File: config.mk
export PLATFORM = sky130hd
export DESIGN_NAME = ram_dma_flat
export DESIGN_NICKNAME = d
export VERILOG_FILES = /design/src/rtl/ram_dma_if.sv /design/src/rtl/ram_dma.sv /design/src/flat_wrapper.sv
export SDC_FILE = /design/constraint.sdc
export NUM_CORES = 1
export LEC_CHECK = 0
export BUFFER_PORTS_ARGS = -buffer_cell sky130_fd_sc_hd__buf_2
export CAP_MARGIN = 20
export CORE_MARGIN = 4
export CORE_UTILIZATION = 57
export CTS_CLUSTER_DIAMETER = 60
export DETAILED_ROUTE_END_ITERATION = 8
export HOLD_SLACK_MARGIN = 0.03
export PLACE_DENSITY = 0.81
export REMOVE_ABC_BUFFERS = 1
export SKIP_LAST_GASP = 1
export SYNTH_ARGS = -nofsm -noshare
export SYNTH_HDL_FRONTEND = slang
export SYNTH_SLANG_ARGS = --single-unit
File: constraint.sdc
create_clock -name clk -period 3.49 [get_ports clk]
set_input_delay 0 -clock clk [delete_from_list [all_inputs] [get_ports clk]]
set_output_delay 0 -clock clk [all_outputs]
set_load 0.02 [all_outputs]
File: src/rtl/ram_dma_if.sv
// RAM port bundle between the block-copy engine (master) and a single-port
// synchronous RAM (slave). Handshake: a request exists only in a cycle with
// mem_cs=1. mem_write=1 writes mem_wdata to mem_addr at that edge;
// mem_write=0 reads, and mem_rdata holds the word in the following cycle.
// There is no back-pressure; the RAM accepts every request.
interface ram_dma_if #(
  parameter int A = 10,
  parameter int D = 8
);
  logic         mem_cs;
  logic         mem_write;
  logic [A-1:0] mem_addr;
  logic [D-1:0] mem_wdata;
  logic [D-1:0] mem_rdata;

  modport master (
    output mem_cs,
    output mem_write,
    output mem_addr,
    output mem_wdata,
    input  mem_rdata
  );

  modport slave (
    input  mem_cs,
    input  mem_write,
    input  mem_addr,
    input  mem_wdata,
    output mem_rdata
  );
endinterface

File: src/rtl/ram_dma.sv
// ram_dma: copies len words from src_addr to dst_addr inside one RAM,
// one read then one write per word (2 cycles/word), addresses modulo 2^A.
// Optional feature macro RAM_DMA_FILL_EN: adds fill/fill_value ports and a
// FILL state that writes a constant at 1 cycle/word without reading.
// dbg_state_o exposes the FSM state for observation.
module ram_dma #(
  parameter int A = 10,
  parameter int D = 8
) (
  input  logic         clk,
  input  logic         reset_n,
  input  logic         start,
  input  logic [A-1:0] src_addr,
  input  logic [A-1:0] dst_addr,
  input  logic [A:0]   len,
`ifdef RAM_DMA_FILL_EN
  input  logic         fill,
  input  logic [D-1:0] fill_value,
`endif
  output logic         busy,
  output logic         done,
  output logic [2:0]   dbg_state_o,
  ram_dma_if.master    bus
);

  typedef enum logic [2:0] {
`ifdef RAM_DMA_FILL_EN
    S_FILL = 3'd4,
`endif
    S_IDLE = 3'd0,
    S_RD   = 3'd1,
    S_WR   = 3'd2,
    S_DONE = 3'd3
  } state_t;

  state_t       state_q, state_d;
  logic [A-1:0] src_q, src_d;
  logic [A-1:0] dst_q, dst_d;
  logic [A:0]   len_q, len_d;
  logic [A:0]   i_q, i_d;
  logic [A:0]   i_inc;
  logic         busy_q, busy_d;
  logic         done_q, done_d;
  logic         cs_q, cs_d;
  logic         write_q, write_d;
  logic [A-1:0] addr_q, addr_d;
`ifdef RAM_DMA_FILL_EN
  logic         fill_q, fill_d;
  logic [D-1:0] fv_q, fv_d;
`endif

  // State and registered RAM-port/status outputs; reset aborts any transfer.
  always_ff @(posedge clk or negedge reset_n) begin
    if (!reset_n) begin
      state_q <= S_IDLE;
      src_q   <= '0;
      dst_q   <= '0;
      len_q   <= '0;
      i_q     <= '0;
      busy_q  <= 1'b0;
      done_q  <= 1'b0;
      cs_q    <= 1'b0;
      write_q <= 1'b0;
      addr_q  <= '0;
`ifdef RAM_DMA_FILL_EN
      fill_q  <= 1'b0;
      fv_q    <= '0;
`endif
    end else begin
      state_q <= state_d;
      src_q   <= src_d;
      dst_q   <= dst_d;
      len_q   <= len_d;
      i_q     <= i_d;
      busy_q  <= busy_d;
      done_q  <= done_d;
      cs_q    <= cs_d;
      write_q <= write_d;
      addr_q  <= addr_d;
`ifdef RAM_DMA_FILL_EN
      fill_q  <= fill_d;
      fv_q    <= fv_d;
`endif
    end
  end

  // Next-state logic: each state schedules the RAM request for the next cycle.
  always_comb begin
    state_d = state_q;
    src_d   = src_q;
    dst_d   = dst_q;
    len_d   = len_q;
    i_d     = i_q;
    busy_d  = busy_q;
    done_d  = 1'b0;
    cs_d    = cs_q;
    write_d = write_q;
    addr_d  = addr_q;
`ifdef RAM_DMA_FILL_EN
    fill_d  = fill_q;
    fv_d    = fv_q;
`endif
    i_inc   = i_q + 1'b1;

    case (state_q)
      S_IDLE: begin
        if (start) begin
          if (len != '0) begin
            src_d  = src_addr;
            dst_d  = dst_addr;
            len_d  = len;
            i_d    = '0;
            busy_d = 1'b1;
            cs_d   = 1'b1;
`ifdef RAM_DMA_FILL_EN
            fill_d = fill;
            fv_d   = fill_value;
            if (fill) begin
              write_d = 1'b1;
              addr_d  = dst_addr;
              state_d = S_FILL;
            end else
`endif
            begin
              write_d = 1'b0;
              addr_d  = src_addr;
              state_d = S_RD;
            end
          end else begin
            // Zero-length request: acknowledge without touching the RAM.
            done_d  = 1'b1;
            state_d = S_DONE;
          end
        end
      end
      S_RD: begin
        cs_d    = 1'b1;
        write_d = 1'b1;
        addr_d  = dst_q + i_q[A-1:0];
        state_d = S_WR;
      end
      S_WR: begin
        i_d = i_inc;
        if (i_inc < len_q) begin
          cs_d    = 1'b1;
          write_d = 1'b0;
          addr_d  = src_q + i_inc[A-1:0];
          state_d = S_RD;
        end else begin
          cs_d    = 1'b0;
          write_d = 1'b0;
          busy_d  = 1'b0;
          done_d  = 1'b1;
          state_d = S_DONE;
        end
      end
`ifdef RAM_DMA_FILL_EN
      S_FILL: begin
        i_d = i_inc;
        if (i_inc < len_q) begin
          addr_d = dst_q + i_inc[A-1:0];
        end else begin
          cs_d    = 1'b0;
          write_d = 1'b0;
          busy_d  = 1'b0;
          done_d  = 1'b1;
          state_d = S_DONE;
        end
      end
`endif
      S_DONE: begin
        state_d = S_IDLE;
      end
      default: begin
        state_d = S_IDLE;
      end
    endcase
  end

  assign busy          = busy_q;
  assign done          = done_q;
  assign dbg_state_o   = state_q;
  assign bus.mem_cs    = cs_q;
  assign bus.mem_write = write_q;
  assign bus.mem_addr  = addr_q;

  // Write data forwards the word read in the previous cycle (or the fill value).
`ifdef RAM_DMA_FILL_EN
  assign bus.mem_wdata = (cs_q & write_q) ? (fill_q ? fv_q : bus.mem_rdata) : '0;
`else
  assign bus.mem_wdata = (cs_q & write_q) ? bus.mem_rdata : '0;
`endif

endmodule

File: src/flat_wrapper.sv
// flat-port wrapper written by rule: the top's interface ports become plain ports
module ram_dma_flat 
#(
  parameter int A = 10,
  parameter int D = 8
)
  (clk, reset_n, start, src_addr, dst_addr, len, busy, done, dbg_state_o, bus_mem_cs, bus_mem_write, bus_mem_addr, bus_mem_wdata, bus_mem_rdata);
  ram_dma_if #(.A(A), .D(D)) bus_i ();
  input  logic clk;
  input  logic reset_n;
  input  logic start;
  input  logic [A-1:0] src_addr;
  input  logic [A-1:0] dst_addr;
  input  logic [A:0] len;
  output logic busy;
  output logic done;
  output logic [2:0] dbg_state_o;
  output wire logic [$bits(bus_i.mem_cs)-1:0] bus_mem_cs;
  output wire logic [$bits(bus_i.mem_write)-1:0] bus_mem_write;
  output wire logic [$bits(bus_i.mem_addr)-1:0] bus_mem_addr;
  output wire logic [$bits(bus_i.mem_wdata)-1:0] bus_mem_wdata;
  input wire logic [$bits(bus_i.mem_rdata)-1:0] bus_mem_rdata;
  assign bus_mem_cs = bus_i.mem_cs;
  assign bus_mem_write = bus_i.mem_write;
  assign bus_mem_addr = bus_i.mem_addr;
  assign bus_mem_wdata = bus_i.mem_wdata;
  assign bus_i.mem_rdata = bus_mem_rdata;
  ram_dma #(.A(A), .D(D)) u_core (.clk(clk), .reset_n(reset_n), .start(start), .src_addr(src_addr), .dst_addr(dst_addr), .len(len), .busy(busy), .done(done), .dbg_state_o(dbg_state_o), .bus(bus_i));
endmodule
* Yosys cells after proc, flatten, opt, wreduce, memory -nomap -nowiden
Index checks and enable logic that the tools add are counted.
** Operators by class
- Add/sub/neg operators :: 3
- Equality and inequality tests :: 6
- Order comparisons :: 1
- Reductions and logical operators :: 9
- Mux-type cells :: 25
- Bitwise operators :: 1
** Operator list (count)
- $mux W10 :: 3
- $pmux W10 S3 :: 1
- $mux W11 :: 2
- $pmux W11 S2 :: 1
- $add A10 B10 Y10 :: 2
- $add A11 B1 Y11 const B :: 1
- $lt A11 B11 Y1 :: 1
- $reduce_bool A11 Y1 :: 1
- $mux W1 :: 9
- $pmux W3 S3 :: 1
- $reduce_and A3 Y1 :: 3
- $mux W8 :: 1
- $reduce_and A4 Y1 :: 2
- $pmux W1 S3 :: 2
- $mux W2 :: 2
- $ne A2 B1 Y1 const B :: 2
- $ne A2 B2 Y1 const B :: 2
- $pmux W1 S2 :: 2
- $eq A3 B1 Y1 const B :: 1
- $eq A3 B2 Y1 const B :: 1
- $logic_not A3 Y1 :: 1
- $mux W3 :: 1
- $reduce_bool A3 Y1 :: 1
- $reduce_bool A2 Y1 :: 1
- $and A1 B1 Y1 :: 1
** Storage, ports and cells
- Bits in registers :: 59
- Logic and storage cells :: 55
- Input port bits :: 42
- Output and inout port bits :: 25

* Depth between registers and ports, before layout
- Word-level depth :: 4
- Gate-level depth with buffers :: 13
- Depth with buffers taken out :: 12

* Worst setup path before layout
OpenSTA, ideal clock, no wires.
- Path type :: register to register
- Start point :: reg u_core.i_q[0]
- End point :: reg u_core.addr_q[9], in the netlist u_core.bus.mem_addr[9]
- Setup time :: 0.134 ns
- Arrival :: 2.604 ns
- Required time :: 3.356 ns
- Cell stages (with the launch flop) :: 13
- Clock period less this slack :: 2.738 ns
- Slack :: 0.752 ns
- Buffers on the path :: 0
- Cells stage by stage :: dfrtp_1 -> ha_1 -> and3_1 -> nand2_1 -> nor2_1 -> xnor2_1 -> ha_1 -> a21o_1 -> a21oi_1 -> a2bb2oi_1 -> o211ai_2 -> a2111oi_0 -> a21oi_1
** Between the ends
- Word-level cells in the longest chain between the ends :: 4
- Elaborated cells on any way between the ends :: 8
- Those cells by class :: add/sub: 3; order compare: 1; eq/ne: 1; mux: 2; reduce/logical: 1
** RTL lines
- start: declaration :: RTL line ram_dma.sv:40 : logic [A:0] i_q, i_d;
- start signal: assignment :: RTL line ram_dma.sv:74 : i_q <= i_d;
- $add A11 B1 Y11 :: RTL line ram_dma.sv:103 : i_inc = i_q + 1'b1;
- $add A10 B10 Y10 or $lt A11 B11 Y1 (tied branches) :: RTL line ram_dma.sv:147, ram_dma.sv:144
- $mux W10 or $ne A2 B1 Y1 (tied branches)
- $pmux W10 S3 or $reduce_and A4 Y1 (tied branches)
- end signal: assignment :: RTL line ram_dma.sv:79 : addr_q <= addr_d;
- end: declaration :: RTL line ram_dma.sv:46 : logic [A-1:0] addr_q, addr_d;
Several ways; a longest one is shown, not always the timed one. The select of a mux whose other input is x is not followed.
A chain may end at the register's enable or synchronous reset.

* Final worst setup path
- Start point :: reg u_core.i_q[0]
- End point :: reg u_core.addr_q[3], in the netlist u_core.bus.mem_addr[3]
Same word-level chain as after synthesis.

==> results.cfg <==
[logic_synthesis]
netlist_instances = 419
synth-edff-count = 0
netlist_top_cells_count = sky130_fd_sc_hd__dfrtp_1 (58), sky130_fd_sc_hd__nand2_1 (43), sky130_fd_sc_hd__ha_1 (34)
synthesis.yosys.warnings = 0
synth_area_leaders = sky130_fd_sc_hd__dfrtp_1 (37%), sky130_fd_sc_hd__ha_1 (11%), sky130_fd_sc_hd__mux2_2 (5.9%)
post-synth-top-count-cell = sky130_fd_sc_hd__dfrtp_1
synthesis.area_per_instance_sq_um = 9.49
yosysTopAreaCellShare_pct = 36.5
synth.cell_area_sq_um = 3980
ys_ff_latch = 58
post_synth_num_cell_types = 61
yosysSeqAreaShare_pct = 36.5
post_synth_top_area_cell = sky130_fd_sc_hd__dfrtp_1
synthFlopType = sky130_fd_sc_hd__dfrtp_1
async_reset_ff_share_pct = 100

[worst_setup_path]
cp.required_ns = 3.73
worstPathCellList = ha_1 -> and3_1 -> nand2_1 -> nor2_1 -> nand3_1 -> xnor2_1 -> ha_1 -> nand2_1 -> or2_2 -> o211ai_2 -> buf_4 -> a211oi_1 -> a21o_1
start_kind = register
max_stage_delay_ns = 0.47
criticalPathCategory = register to register
crit_arrival_ns = 3.45
cp.buffers_inverters = 1
cp_slowest_cell = sky130_fd_sc_hd__dfrtp_1
cp-end-kind = register
critical-path-top-delay-family = simple AND/OR/NAND/NOR gates
critical_path_peak_fanout = 9

[cells_and_area]
final.fill_count = 509
multi_input_area_sq_um = 2340
num_antenna_cells = 0
nNetsFinal = 595
drive_gt1_share_pct = 22.6
postLayoutCoreUtil_pct = 72.9
syn2layout_area_growth_pct = 24.6
final-seq-area_sq_um = 1450

[sta]
rsz0062_at_grt = no
fin_skew_ns = 0.0121
fmaxAchievable_mhz = 312
timing.setup.tns_ns = 0
hold_violations_final = 0
relSlewSlack_pct = 33.3
final.period_utilization_pct = 91.9
final_max_slew_viol_count = 0
period_minus_slack_ns = 3.21
timing.final.setup_violations = 0
tightestPinTransition_ns = 1.00

[clock_tree]
cts_num_sinks = 58
htreeDepth = 3
tritoncts_clock_tree = yes
clock_tree.buffer_depth = 2
worstSkewPairLatency_ns = 0.35
cts_inserted_buffers = 9
root_buffer = sky130_fd_sc_hd__clkbuf_8
clock_transition_at_the_registers_of_the_reported_paths_ns = 0.07
post_cts_setup_buffer_count = 0

[placement]
buffer_ports.inserted = 65
dp.final_hpwl_mm = 7.38
place_congestion = 0.949

[route]
post_drt_wl_per_cell_um = 16.9
post_dr_vias_cell = 5.86
drt_pre_antenna_iters = 7
detail_route.wirelength_mm = 10.5
detailroute.via_count = 3621
dr.first_iter.drc_count = 274
remaining_drc_errors = 0
antenna_violating_nets_post_route = 0

[grt]
grt_antenna_before_repair = 0
wire_length_of_the_first_global_routing_pass_mm = 17.4
maximum_number_of_pins_on_one_net_before_global_route_repair = 36
first_global_vias = 3622
global_route.usage.total_pct = 26.4
globalRouteOverflowTotal = 0

[die]
die_x_um = 91.5
die_height_um = 91.5
core_sq_um = 6790
effective_utilization_at_floorplan_pct = 58.5
die-area_sq_um = 8380
site_row_count = 30
ios = 67

[power]
peakVddDrop_mv = 0.544
p_leak_nw = 2.36
power_density_nw_per_um2 = 813

[outcome]
status = complete, no violations

[hold_path]
worst_hold_check_path_type = input pin to asynchronous set/reset pin

[job]
max_cap_viol_count = 0
## flip-flops by register name (all words and copies together) (netlist names)
name	count
u_core.bus.mem_cs	1
u_core.bus.mem_addr	10
u_core.src_q	10
u_core.bus.mem_write	1
u_core.busy	1
u_core.i_q	11
u_core.done	1
u_core.len_q	11
u_core.dst_q	10
u_core.dbg_state_o	2
## kinds of logic after synthesis
family | share of synthesized area [%]
AO/OA/AOI/OAI | 19.8
XOR/XNOR | 4.09
adder cells (fa/ha/maj) | 11.7
buffers and inverters | 4.53
flip-flops | 36.5
multiplexers | 6.99
other | 0.0943
AND/OR/NAND/NOR | 16.3
## path summary, 6_finish.rpt
| check | slack (ns) | to | startpoint | depth (start not counted) |
|---|---|---|---|---|
| setup / recovery | 0.28 | u_core.bus.mem_addr[3]$_DFFE_PN0P_ | u_core.i_q[0]$_DFFE_PN0P_ | 13 |
| hold / removal | 0.26 | u_core.bus.mem_write$_DFFE_PN0P_ | reset_n | 2 |
| setup reg to reg | 0.28 | u_core.bus.mem_addr[3]$_DFFE_PN0P_ | u_core.i_q[0]$_DFFE_PN0P_ | 13 |
| hold reg to reg | 0.48 | u_core.bus.mem_addr[5]$_DFFE_PN0P_ | u_core.bus.mem_addr[5]$_DFFE_PN0P_ | 2 |
| max in group asynchronous | 2.41 | u_core.bus.mem_addr[5]$_DFFE_PN0P_ | reset_n | 3 |
| min in group clk | 0.36 | bus_mem_wdata[4] | bus_mem_rdata[4] | 3 |
## worst reg2reg max path: cells and delay by family (launching register included)
| family | cells | cell delay (ns) |
|---|---|---|
| xor+xnor | 1 | 0.16 |
| compound gates | 3 | 0.55 |
| simple gates | 6 | 1.11 |
| fa+ha+maj | 2 | 0.56 |
| buf+inv | 1 | 0.24 |
| flops | 1 | 0.47 |
## metal layers
metal / vias to the layer above / track usage (%) / share of wire, %
met2: 134 / 43.6 / 49
met1: 1733 / 32.7 / 42
met5: - / 0 / 0
met4: 0 / 14.1 / 3.3
met3: 35 / 4.64 / 5.6
li1: 1719 / - / -
## report_power, final
part,switching [mW],internal [mW]
clock,0.277,0.459
combinational,1.25,0.892
sequential,0.194,0.952
total,1.73,2.30
## through the flow
step | hold WS [ns] | area [sq um] | worst slack [ns] | power, mW | instances
after global placement | 0.117 | 4390 | 0.464 | 3.13 | 569
final | 0.259 | 4960 | 0.282 | 4.03 | 618
after CTS | 0.305 | 4960 | 0.322 | 4.02 | 618
after floorplan | -0.296 | 3900 | 0.474 | 2.60 | 402
after global routing | 0.334 | 4960 | 0.0309 | 4.33 | 618
after detailed placement | 0.115 | 4390 | 0.367 | 3.23 | 569
## final cells by class
class	instances	share of cell area (%)
clock inverter	4	1.46
timing repair buffer	104	14.1
clock buffer	12	3.33
sequential	58	29.3
multi-input combinational	317	47.3
tap	96	2.42
inverter	27	2.04
## cell usage in the layout (no fill, tap or decap), types with 5 or more instances in the layout
cell	n
sky130_fd_sc_hd__buf_2	65
sky130_fd_sc_hd__xnor2_1	12
sky130_fd_sc_hd__o31ai_1	7
sky130_fd_sc_hd__a32o_1	6
sky130_fd_sc_hd__nand2_1	43
sky130_fd_sc_hd__buf_4	6
sky130_fd_sc_hd__ha_1	34
sky130_fd_sc_hd__nor2_1	16
sky130_fd_sc_hd__a21oi_1	23
sky130_fd_sc_hd__o21ai_1	10
sky130_fd_sc_hd__dlygate4sd3_1	33
sky130_fd_sc_hd__mux2_2	21
sky130_fd_sc_hd__a21o_1	9
sky130_fd_sc_hd__nand3_1	16
sky130_fd_sc_hd__nor3_1	5
sky130_fd_sc_hd__o21ai_0	29
sky130_fd_sc_hd__clkbuf_8	12
sky130_fd_sc_hd__dfrtp_1	58
sky130_fd_sc_hd__and3_1	11
sky130_fd_sc_hd__inv_1	26
## what timing repair did
item	4_1_cts	5_1_grt
resized for setup	0	0
hold buffers	33	0
endpoints found under the hold margin	72	0
(Power assumes the default switching activity.)
